### config.mk
export PLATFORM = sky130hd
export DESIGN_NAME = addsub_bist_driver_flat
export DESIGN_NICKNAME = d
export VERILOG_FILES = /design/src/rtl/addsub_bist_driver_if.sv /design/src/rtl/addsub_bist_driver.sv /design/src/flat_wrapper.sv
export SDC_FILE = /design/constraint.sdc
export NUM_CORES = 1
export LEC_CHECK = 0
export BUFFER_PORTS_ARGS = -buffer_cell sky130_fd_sc_hd__buf_2
export CAP_MARGIN = 20
export CORE_MARGIN = 2
export CORE_UTILIZATION = 46
export CTS_BUF_LIST = sky130_fd_sc_hd__clkbuf_4
export CTS_CLUSTER_SIZE = 30
export DETAILED_ROUTE_END_ITERATION = 10
export GPL_ROUTABILITY_DRIVEN = 1
export PLACE_DENSITY = 0.7
export REMOVE_ABC_BUFFERS = 1
export SLEW_MARGIN = 10
export SYNTH_ARGS = -nofsm -noshare
export SYNTH_HDL_FRONTEND = slang
export SYNTH_SLANG_ARGS = --single-unit
### constraint.sdc
create_clock -name clk -period 2.62 [get_ports clk]
set_input_delay 0.655 -clock clk [delete_from_list [all_inputs] [get_ports clk]]
set_output_delay 0.655 -clock clk [all_outputs]
set_load 0.02 [all_outputs]
### src/rtl/addsub_bist_driver_if.sv
// rtl/addsub_bist_driver_if.sv - stimulus/response bus between the BIST driver and the adder under test
interface addsub_bist_driver_if #(
  parameter int WIDTH = 4
);
  logic [WIDTH-1:0] dut_a;
  logic [WIDTH-1:0] dut_b;
  logic             dut_sel;
  logic [WIDTH-1:0] dut_sum_diff;
  logic             dut_cbo;

  modport master (output dut_a, dut_b, dut_sel, input dut_sum_diff, dut_cbo);
  modport slave  (input dut_a, dut_b, dut_sel, output dut_sum_diff, dut_cbo);
endinterface

### src/rtl/addsub_bist_driver.sv
// rtl/addsub_bist_driver.sv - exhaustive sweep driver and golden-model checker for the adder_subtractor
module addsub_bist_driver #(
  parameter int WIDTH             = 4,
  parameter int SETTLE_CYCLES     = 1,
  parameter bit CBO_SUB_IS_BORROW = 1'b1
) (
  input  logic                 clk,
  input  logic                 rst_n,
  input  logic                 start,
  output logic                 busy,
  output logic                 done,
  output logic                 pass,
  output logic [2*WIDTH+1:0]   err_count,
  output logic                 first_fail_valid,
  output logic [WIDTH-1:0]     first_fail_a,
  output logic [WIDTH-1:0]     first_fail_b,
  output logic                 first_fail_sel,
  addsub_bist_driver_if.master bus
);
  localparam int IW = 2*WIDTH+1;
  localparam int EW = 2*WIDTH+2;
  localparam logic [3:0] SETTLE_LAST = 4'(SETTLE_CYCLES - 1);

  typedef enum logic [1:0] {IDLE, APPLY, CHECK, DONE} state_t;

  state_t           state, state_next;
  logic [IW-1:0]    idx;
  logic [3:0]       settle_cnt;
  logic [WIDTH-1:0] cur_a, cur_b;
  logic             cur_sel;
  logic [WIDTH-1:0] exp_sum;
  logic             exp_cbo;
  logic             start_ok, last_vec, settle_end, mismatch;

  // The applied vector is the index itself, so dut_* are register outputs.
  assign cur_sel     = idx[IW-1];
  assign cur_a       = idx[2*WIDTH-1:WIDTH];
  assign cur_b       = idx[WIDTH-1:0];
  assign bus.dut_a   = cur_a;
  assign bus.dut_b   = cur_b;
  assign bus.dut_sel = cur_sel;

  assign start_ok   = start && ((state == IDLE) || (state == DONE));
  assign last_vec   = (idx == {IW{1'b1}});
  assign settle_end = (settle_cnt == SETTLE_LAST);

  always_comb begin
    exp_sum = '0;
    exp_cbo = 1'b0;
    if (cur_sel) begin
      {exp_cbo, exp_sum} = {1'b0, cur_a} + {1'b0, cur_b};
    end else begin
      exp_sum = cur_a - cur_b;
      exp_cbo = CBO_SUB_IS_BORROW ? (cur_a < cur_b) : (cur_a >= cur_b);
    end
  end

  assign mismatch = (state == CHECK) &&
                    ((bus.dut_sum_diff != exp_sum) || (bus.dut_cbo != exp_cbo));

  always_ff @(posedge clk or negedge rst_n) begin
    if (!rst_n) state <= IDLE;
    else        state <= state_next;
  end

  always_comb begin
    state_next = state;
    case (state)
      IDLE, DONE: if (start) state_next = (SETTLE_CYCLES > 0) ? APPLY : CHECK;
      APPLY:      if (settle_end) state_next = CHECK;
      CHECK: begin
        if (last_vec)               state_next = DONE;
        else if (SETTLE_CYCLES > 0) state_next = APPLY;
        else                        state_next = CHECK;
      end
      default:    state_next = IDLE;
    endcase
  end

  always_comb begin
    busy = (state == APPLY) || (state == CHECK);
    done = (state == DONE);
    pass = (state == DONE) && (err_count == '0);
  end

  always_ff @(posedge clk or negedge rst_n) begin
    if (!rst_n) begin
      idx              <= '0;
      settle_cnt       <= '0;
      err_count        <= '0;
      first_fail_valid <= 1'b0;
      first_fail_a     <= '0;
      first_fail_b     <= '0;
      first_fail_sel   <= 1'b0;
    end else if (start_ok) begin
      idx              <= '0;
      settle_cnt       <= '0;
      err_count        <= '0;
      first_fail_valid <= 1'b0;
      first_fail_a     <= '0;
      first_fail_b     <= '0;
      first_fail_sel   <= 1'b0;
    end else begin
      if (state == APPLY) begin
        settle_cnt <= settle_end ? 4'd0 : settle_cnt + 4'd1;
      end
      if (state == CHECK) begin
        // Hold the last vector on the final check; idx never wraps.
        if (!last_vec) idx <= idx + IW'(1);
        if (mismatch) begin
          if (err_count != {EW{1'b1}}) err_count <= err_count + EW'(1);
          if (!first_fail_valid) begin
            first_fail_valid <= 1'b1;
            first_fail_a     <= cur_a;
            first_fail_b     <= cur_b;
            first_fail_sel   <= cur_sel;
          end
        end
      end
    end
  end
endmodule

### src/flat_wrapper.sv
// flat-port wrapper written by rule: the top's interface ports become plain ports
module addsub_bist_driver_flat 
#(
  parameter int WIDTH             = 4,
  parameter int SETTLE_CYCLES     = 1,
  parameter bit CBO_SUB_IS_BORROW = 1'b1
)
  (clk, rst_n, start, busy, done, pass, err_count, first_fail_valid, first_fail_a, first_fail_b, first_fail_sel, bus_dut_a, bus_dut_b, bus_dut_sel, bus_dut_sum_diff, bus_dut_cbo);
  addsub_bist_driver_if #(.WIDTH(WIDTH)) bus_i ();
  input  logic clk;
  input  logic rst_n;
  input  logic start;
  output logic busy;
  output logic done;
  output logic pass;
  output logic [2*WIDTH+1:0] err_count;
  output logic first_fail_valid;
  output logic [WIDTH-1:0] first_fail_a;
  output logic [WIDTH-1:0] first_fail_b;
  output logic first_fail_sel;
  output wire logic [$bits(bus_i.dut_a)-1:0] bus_dut_a;
  output wire logic [$bits(bus_i.dut_b)-1:0] bus_dut_b;
  output wire logic [$bits(bus_i.dut_sel)-1:0] bus_dut_sel;
  input wire logic [$bits(bus_i.dut_sum_diff)-1:0] bus_dut_sum_diff;
  input wire logic [$bits(bus_i.dut_cbo)-1:0] bus_dut_cbo;
  assign bus_dut_a = bus_i.dut_a;
  assign bus_dut_b = bus_i.dut_b;
  assign bus_dut_sel = bus_i.dut_sel;
  assign bus_i.dut_sum_diff = bus_dut_sum_diff;
  assign bus_i.dut_cbo = bus_dut_cbo;
  addsub_bist_driver #(.WIDTH(WIDTH), .SETTLE_CYCLES(SETTLE_CYCLES), .CBO_SUB_IS_BORROW(CBO_SUB_IS_BORROW)) u_core (.clk(clk), .rst_n(rst_n), .start(start), .busy(busy), .done(done), .pass(pass), .err_count(err_count), .first_fail_valid(first_fail_valid), .first_fail_a(first_fail_a), .first_fail_b(first_fail_b), .first_fail_sel(first_fail_sel), .bus(bus_i));
endmodule
### Yosys cells after proc, flatten, opt, wreduce, memory -nomap -nowiden

Index checks and enable logic that the tools add are counted.

* add/sub/neg operators: 5
* magnitude comparators: 1
* equality and inequality tests: 11
* mux-type cells: 31
* reductions and logical operators: 19

Operators with widths (count)
* $mux W4: 12
* $mux W10: 4
* $mux W9: 3
* $add A10 B1 Y10 const B: 1
* $logic_not A10 Y1: 1
* $ne A10 B10 Y1 const B: 1
* $add A9 B1 Y9 const B: 1
* $eq A9 B9 Y1 const B: 1
* $mux W1: 8
* $reduce_bool A2 Y1: 4
* $mux W2: 3
* $pmux W2 S3: 1
* $reduce_and A2 Y1: 3
* $reduce_and A3 Y1: 2
* $add A4 B4 Y5: 1
* $add A4 B1 Y4 const B: 1
* $eq A2 B2 Y1 const B: 2
* $logic_not A4 Y1: 1
* $lt A4 B4 Y1: 1
* $ne A2 B1 Y1 const B: 2
* $ne A2 B2 Y1 const B: 2
* $ne A4 B4 Y1: 1
* $sub A4 B4 Y4: 1
* $logic_and A1 B1 Y1: 3
* 5 further kinds: 7

* register bits after elaboration: 35
* input bits: 8

### Logic depth before layout (Yosys ltp)

Gate-level depths: netlist (run 1).

* depth in word-level cells: 8
* mapped depth: 11

### Worst setup path after synthesis (run 1)

No wires, ideal clock.

* path kind: flip-flop to flip-flop
* start point: reg u_core.idx[4]
* end point: reg u_core.first_fail_a[3]
* setup time: 119 ps
* arrival time: 2744 ps
* required time: 2501 ps
* setup slack: -243 ps
* cell stages (with the launch flop): 12
* period minus slack after synthesis: 2863 ps
* cells stage by stage: dfrtp_1 > inv_1 > ha_1 > fa_1 > mux2i_1 > xor2_1 > or3b_4 > nor4b_4 > a21oi_2 > buf_6 > nand3_2 > o21ai_2

* longest elaborated chain between the ends: 7

RTL lines
* from (decl): RTL line addsub_bist_driver.sv:27 `logic [IW-1:0] idx;`
* from (signal assigned): RTL line addsub_bist_driver.sv:109 `if (!last_vec) idx <= idx + IW'(1);`
* $sub A4 B4 Y4 (tied with other cells): RTL line addsub_bist_driver.sv:53 `exp_sum = cur_a - cur_b;`
* $mux W4 or $mux W1 (tied branches): RTL line addsub_bist_driver.sv:50 `if (cur_sel) begin`
* $ne A4 B4 Y1 or $ne A1 B1 Y1 (tied branches): RTL line addsub_bist_driver.sv:59 `((bus.dut_sum_diff != exp_sum) || (bus.dut_cbo != exp_cbo));`
* $logic_or A1 B1 Y1 *: RTL line addsub_bist_driver.sv:59
* $logic_and A1 B1 Y1 *: RTL line addsub_bist_driver.sv:58 `assign mismatch = (state == CHECK) &&`
* $reduce_bool A2 Y1 (no source line) *
* $reduce_and A3 Y1 (no source line) *
* to (signal assigned): RTL line addsub_bist_driver.sv:114 `first_fail_a <= cur_a;`
* to (decl): RTL line addsub_bist_driver.sv:15 `output logic [WIDTH-1:0] first_fail_a,`

Every way passes the cells marked *; elsewhere a longest branch is shown, timed or not.
A chain may end at the register's enable or synchronous reset.

### Worst setup path after layout (run 1)

* start point: reg u_core.idx[0]
* end point: reg u_core.err_count[7]

* longest elaborated chain between the ends: 7

RTL lines
* $sub A4 B4 Y4 (tied with other cells): RTL line addsub_bist_driver.sv:53
* $mux W4 or $mux W1 (tied branches): RTL line addsub_bist_driver.sv:50
* $ne A4 B4 Y1 or $ne A1 B1 Y1 (tied branches): RTL line addsub_bist_driver.sv:59
* $logic_or A1 B1 Y1 *: RTL line addsub_bist_driver.sv:59
* $logic_and A1 B1 Y1 *: RTL line addsub_bist_driver.sv:58
* $reduce_bool A2 Y1 (no source line) *
* $reduce_and A3 Y1 (no source line) *
* to (signal assigned): RTL line addsub_bist_driver.sv:111 `if (err_count != {EW{1'b1}}) err_count <= err_count + EW'(1);`
* to (decl): RTL line addsub_bist_driver.sv:13 `output logic [2*WIDTH+1:0] err_count,`

Marks and branches as above.

==> results of run 1 <==
worst paths after layout:
check / depth (start not counted) / endpoint / start
hold / removal: 1 / u_core.err_count[4]$_DFFE_PN0P_ / rst_n
min in group clk: 2 / u_core.first_fail_a[3]$_DFFE_PN0P_ / u_core.first_fail_a[3]$_DFFE_PN0P_
hold reg to reg: 2 / u_core.first_fail_a[3]$_DFFE_PN0P_ / u_core.first_fail_a[3]$_DFFE_PN0P_
setup / recovery: 11 / u_core.err_count[7]$_DFFE_PN0P_ / u_core.idx[0]$_DFFE_PN0P_
max in group asynchronous: 1 / u_core.idx[7]$_DFFE_PN0P_ / rst_n
setup reg to reg: 11 / u_core.err_count[7]$_DFFE_PN0P_ / u_core.idx[0]$_DFFE_PN0P_
layout make-up:
type	count	area, um2
clock inverters	3	43.8
flip-flops and latches	35	876
multi-input cells	179	1290
fillers	422	1900
inverters	17	63.8
well taps	67	83.8
repair buffers	64	422
clock buffers	5	37.5
worst reg2reg max path, delay by kind of cell, from the launching register on:
family | cells | cell delay, ns
buf+inv | 2 | 0.25
mux | 1 | 0.09
fa+ha+maj | 2 | 0.69
flops | 1 | 0.40
simple gates | 2 | 0.65
compound gates | 3 | 0.42
xor+xnor | 1 | 0.16
Yosys cell counts, types with 3 or more instances:
master	instances
nor3_1	3
a21oi_2	3
a21oi_1	14
nor2b_1	5
o21ai_2	9
mux2i_1	5
xnor2_1	8
nor2_1	21
o21ai_1	3
nand4_1	6
clkbuf_1	6
inv_1	16
nand2_1	27
ha_1	18
a31o_1	3
xor2_1	4
nand3_1	14
dfrtp_1	35
registers in the layout (all words and copies together) (netlist names):
register                 cells
u_core.idx                   9
u_core.first_fail_valid      1
u_core.state                 2
u_core.settle_cnt            4
u_core.first_fail_a          4
u_core.first_fail_b          4
u_core.err_count            10
u_core.first_fail_sel        1
kinds of logic (layout without fill, tap and decap cells):
group           after synthesis  count (layout)
simple gates                 96              96
compound gates               44              45
flops                        35              35
buf+inv                      25              89
fa+ha+maj                    20              20
xor+xnor                     13              13
mux                           5               5
through the flow:
stage / power, uW / utilization / hold slack (ns) / setup TNS (ns)
final: 2230 / 0.597 / 0.379 / -1.11
after global routing: 2410 / 0.597 / 0.425 / -4.02
after CTS: 2210 / 0.591 / 0.411 / -0.940
after detailed placement: 1720 / 0.556 / 0.503 / -1.83
after global placement: 1690 / 0.556 / 0.504 / -0.706
after floorplan: 1370 / - / 0.359 / -4.74
per-layer routing:
metal / GRT usage / up-vias
li1: - / 957
met1: 0.270 / 929
met2: 0.365 / 45
met3: 0.0480 / 4
met4: 0.0424 / 0
met5: 0 / -
report_power, final:
part / switching [uW] / internal, uW
combinational: 709 / 466
clock: 192 / 201
sequential: 60.3 / 605
total: 962 / 1270
timing repair:
| action | in CTS | in global routing |
|---|---|---|
| endpoints found under the hold margin | 0 | 0 |
| gates cloned | 1 | 0 |
| pin swaps | 3 | 3 |
| setup buffers | 5 | 0 |
| gates resized for setup | 6 | 10 |
| endpoints found under the setup margin | 20 | 20 |
==> flow_summary.json, run 1 <==
{
  "wl_met2_um": 2690,
  "synth_top_area_share": 0.391,
  "gpl.final_weighted_congestion": 0.789,
  "diodes": 0,
  "die_w_um": 73.8,
  "crit_slowest_cell": "fa_1",
  "wl_met1_um": 2390,
  "path_cells": "ha_2, inv_2, fa_1, mux2i_1, xor2_1, or3b_4, nor4b_4, buf_4, a21oi_4, a31o_1, a21oi_2",
  "drt_iter0_drc": 85,
  "yosys_register_bits": 35,
  "drive_gt1_frac": 0.320,
  "grt_pass1_wl_um": 8800,
  "synthCells": 238,
  "slew_headroom": 0.477,
  "pre_cts_ws_ns": -0.148,
  "cp_top_family": "adder cells",
  "synth_area_leader_cell": "dfrtp_1",
  "grt_pass1_vias": 1884,
  "final_cells": 370,
  "min_period_over_period": 1.03,
  "yosys_warnings": 0,
  "final_common_cell": "buf_2",
  "core_um2": 4720,
  "syn_area_um2": 2240,
  "max_stage_delay_ns": 0.49,
  "max_slew.worst_pin.slew_ns": 0.784,
  "drv_cap": 0,
  "die_area_um2": 5450,
  "clockRootBuffer": "clkbuf_4",
  "worst_clock_skew_ns": 0.0164,
  "cts.clk_slew.worst_paths_ns": 0.12,
  "drt-total-wl_um": 5320,
  "synthTopCellsByArea": "dfrtp_1 39%, ha_1 10%, nand2_1 4.5%",
  "r2r_slack_ns": -0.09,
  "cp_max_fo": 5,
  "violations": "negative setup slack",
  "cts-buffers-inserted": 5,
  "start_util": 0.475,
  "power_density_nw_per_um2": 792,
  "peakVddDrop_uv": 409,
  "worst_skew_pair.late_latency_ns": 0.34,
  "rsz0062_at_grt": "yes",
  "critPathRequiredTime_ns": 2.89,
  "synthMuxAreaShare": 0.0223,
  "start_kind": "register",
  "final_cell_mix": "39 x buf_2, 35 x dfrtp_1, 27 x nand2_1",
  "via_count": 1935,
  "cp.arrival_ns": 2.97,
  "total_leakage_power_uw": 0.00139,
  "synth_top_family_by_area": "simple AND/OR/NAND/NOR gates",
  "cts_hold_buf": 0,
  "grt-ovfl-total": 0,
  "slew_viol_final": 0,
  "ant_nets": 0,
  "fin_ws_ns": -0.0879,
  "worst-path-buf-inv": 2,
  "core.rowCount": 25,
  "antenna_found_initial": 0,
  "final_hold_viol_count": 0,
  "status": "finished, violations left",
  "wl_per_cell_um": 14.4,
  "finalSetupViolCount": 20,
  "cts_tree": "yes",
  "min_period_ns": 2.71,
  "synth_compound_area_frac": 0.140,
  "synthAdderAreaFrac": 0.118,
  "dr.pass1.iters": 4,
  "hold_class": "input pin to async pin",
  "cts.sink_count": 35,
  "routed.top_layer": "met4",
  "synth_async_sr_flop_share": 1.00,
  "ios": 40,
  "fp.dieH_um": 73.8,
  "placed_cell_area_um2": 2630,
  "synth_cell_type_count": 46,
  "yosys.area_share.simple": 0.227,
  "final_nets": 330,
  "synth_edf_count": 0,
  "yosysSeqAreaShare": 0.391,
  "dr_wl_met3_um": 203,
  "track_usage": 0.211,
  "yosys_most_used_dff": "dfrtp_1",
  "drcViolationCount": 0,
  "cp-end-kind": "register",
  "syn_to_final_growth_pct": 25.8,
  "fmax_mhz": 369,
  "final_cell_area_um2": 2820,
  "port_buffers": 39,
  "crit_type": "register to register",
  "avgSynthCellArea_um2": 9.42,
  "dp_cells": 356,
  "vias_per_cell": 5.23,
  "hpwl_um": 3700,
  "grt_max_degree": 36,
  "synth_xor_area_frac": 0.0541,
  "clk_path_buf_depth": 2,
  "cts_max_level": 2
}
Power figures use the tool's default switching activity.
==> run 2: changes to the inputs <==
SETUP_SLACK_MARGIN = 0.1   (was default)
==> flow_summary.json, run 2 (synthesis results as in run 1) <==
{
  "finalSetupViolCount": 19,
  "min_period_over_period": 1.04,
  "seqPwrFrac": 0.298,
  "rsz0062_at_grt": "yes",
  "via_count": 1937,
  "final_cell_mix": "39 x buf_2, 35 x dfrtp_1, 27 x nand2_1",
  "core_um2": 4720,
  "min_period_ns": 2.72,
  "grt_pass1_wl_um": 8810,
  "p_comb_frac": 0.527,
  "hold_class": "input pin to async pin",
  "die_w_um": 73.8,
  "clkPwrFrac": 0.175,
  "drt-total-wl_um": 5330,
  "drt_iter0_drc": 105,
  "max_slew.worst_pin.slew_ns": 0.792,
  "syn_to_final_growth_pct": 26.0,
  "final_cells": 370,
  "slew_headroom": 0.472,
  "fin_ws_ns": -0.0954,
  "port_buffers": 39,
  "final_hold_viol_count": 0,
  "status": "finished, violations left",
  "dr.pass1.iters": 4,
  "drcViolationCount": 0,
  "drv_cap": 0,
  "cp-end-kind": "register",
  "grt_pass1_vias": 1883,
  "clk_path_buf_depth": 2,
  "start_util": 0.475,
  "violations": "negative setup slack",
  "r2r_slack_ns": -0.1,
  "cts-buffers-inserted": 5,
  "ant_nets": 0,
  "gpl.final_weighted_congestion": 0.789,
  "cts_hold_buf": 0,
  "fp.dieH_um": 73.8,
  "largest_reg_flops": 10,
  "switching_share": 0.430,
  "grt_max_degree": 36,
  "cts.sink_count": 35,
  "cp.arrival_ns": 2.98,
  "largest-register": "u_core.err_count",
  "diodes": 0,
  "cts_max_level": 2,
  "slew_viol_final": 0,
  "crit_type": "register to register",
  "core.rowCount": 25,
  "critPathRequiredTime_ns": 2.89,
  "worst_skew_pair.late_latency_ns": 0.34,
  "ios": 40,
  "clockRootBuffer": "clkbuf_4",
  "power_density_nw_per_um2": 791,
  "cts.clk_slew.worst_paths_ns": 0.12,
  "peakVddDrop_uv": 409,
  "rr_worst_depth": 11,
  "dp_cells": 356,
  "cts_tree": "yes",
  "p_sw_uw": 961,
  "path_cells": "ha_2, inv_2, fa_1, mux2i_1, xor2_1, or3b_4, nor4b_4, buf_4, a21oi_4, a31o_1, a21oi_2",
  "internal_power_uw": 1270,
  "crit_slowest_cell": "fa_1",
  "max_stage_delay_ns": 0.49,
  "worst_clock_skew_ns": 0.0149,
  "cp_max_fo": 5,
  "drive_gt1_frac": 0.323,
  "reg_top3": "u_core.err_count (10), u_core.idx (9)",
  "vias_per_cell": 5.24,
  "die_area_um2": 5450,
  "track_usage": 0.212,
  "reg2reg_to": "u_core.err_count[7]$_DFFE_PN0P_",
  "grt-ovfl-total": 0,
  "pre_cts_ws_ns": -0.148,
  "finalPower_uw": 2230,
  "antenna_found_initial": 0,
  "fmax_mhz": 368,
  "total_leakage_power_uw": 0.00139,
  "hpwl_um": 3700,
  "r2r_start": "u_core.idx[0]$_DFFE_PN0P_",
  "final_common_cell": "buf_2",
  "start_kind": "register",
  "final_nets": 330,
  "wl_per_cell_um": 14.4
}
==> run 2: cell counts in the layout (fill, tap and decap cells not counted) <==
No cell type changed its count.
==> run 2: timing repair <==
action | CTS | global route
buffers inserted | 5 | 0
resized for setup | 7 | 10
endpoints found under the setup margin | 20 | 20
cloned | 1 | 0
pin swaps | 6 | 4
==> run 2: per-stage QoR <==
stage,instance area (um2),hold slack (ns),setup TNS [ns],utilization
2_1_floorplan,2200,0.359,-4.74,-
5_1_grt,2830,0.425,-3.94,0.598
4_1_cts,2790,0.411,-0.949,0.592
3_3_place_gp,2630,0.504,-0.706,0.556
3_5_place_dp,2630,0.503,-1.83,0.556
6_report,2830,0.382,-1.10,0.598
==> run 2: worst max path at each step <==
stage               cells past startpoint                                  to  slack, ns                 startpoint
floorplan                              10  u_core.first_fail_a[0]$_DFFE_PN0P_      -0.33  u_core.idx[4]$_DFFE_PN0P_
global placement                       11     u_core.err_count[5]$_DFFE_PN0P_      -0.08  u_core.idx[4]$_DFFE_PN0P_
detailed placement                     11     u_core.err_count[5]$_DFFE_PN0P_      -0.15  u_core.idx[4]$_DFFE_PN0P_
CTS                                    12  u_core.first_fail_a[0]$_DFFE_PN0P_      -0.08  u_core.idx[4]$_DFFE_PN0P_
global route                           11     u_core.err_count[7]$_DFFE_PN0P_      -0.24  u_core.idx[0]$_DFFE_PN0P_
finish                                 11     u_core.err_count[7]$_DFFE_PN0P_       -0.1  u_core.idx[0]$_DFFE_PN0P_
==> run 2: per-layer routing <==
layer  vias up  share of wire  track usage
met5         -              0            0
met4         0         0.0058       0.0424
met3         4          0.038       0.0480
met2        49           0.51        0.365
met1       931           0.45        0.271
li1        953              -            -
==> run 2: critical path, delay by kind of cell (launching register included) <==
kind	cells	cell delay [ns]
adder cells (fa/ha/maj)	2	0.69
AND/OR/NAND/NOR	2	0.65
AO/OA/AOI/OAI	3	0.42
flip-flops	1	0.40
buffers and inverters	2	0.25
XOR/XNOR	1	0.16
multiplexers	1	0.09
==> run 2: final cells by class <==
type	count	area, um2
Sequential cell	35	876
Clock inverter	3	43.8
Inverter	17	63.8
Multi-Input combinational cell	179	1300
Clock buffer	5	37.5
Timing Repair Buffer	64	422
Tap cell	67	83.8
Fill cell	423	1900
==> run 2: power by group through the flow <==
| stage | sequential (uW) | combinational (uW) | clock, uW |
|---|---|---|---|
| 6_report | 666 | 1180 | 392 |
| 5_1_grt | 678 | 1300 | 431 |
| 4_1_cts | 665 | 1140 | 406 |
| 3_5_place_dp | 675 | 1050 | 0 |
| 3_3_place_gp | 674 | 1020 | 0 |
| 2_1_floorplan | 732 | 636 | 0 |
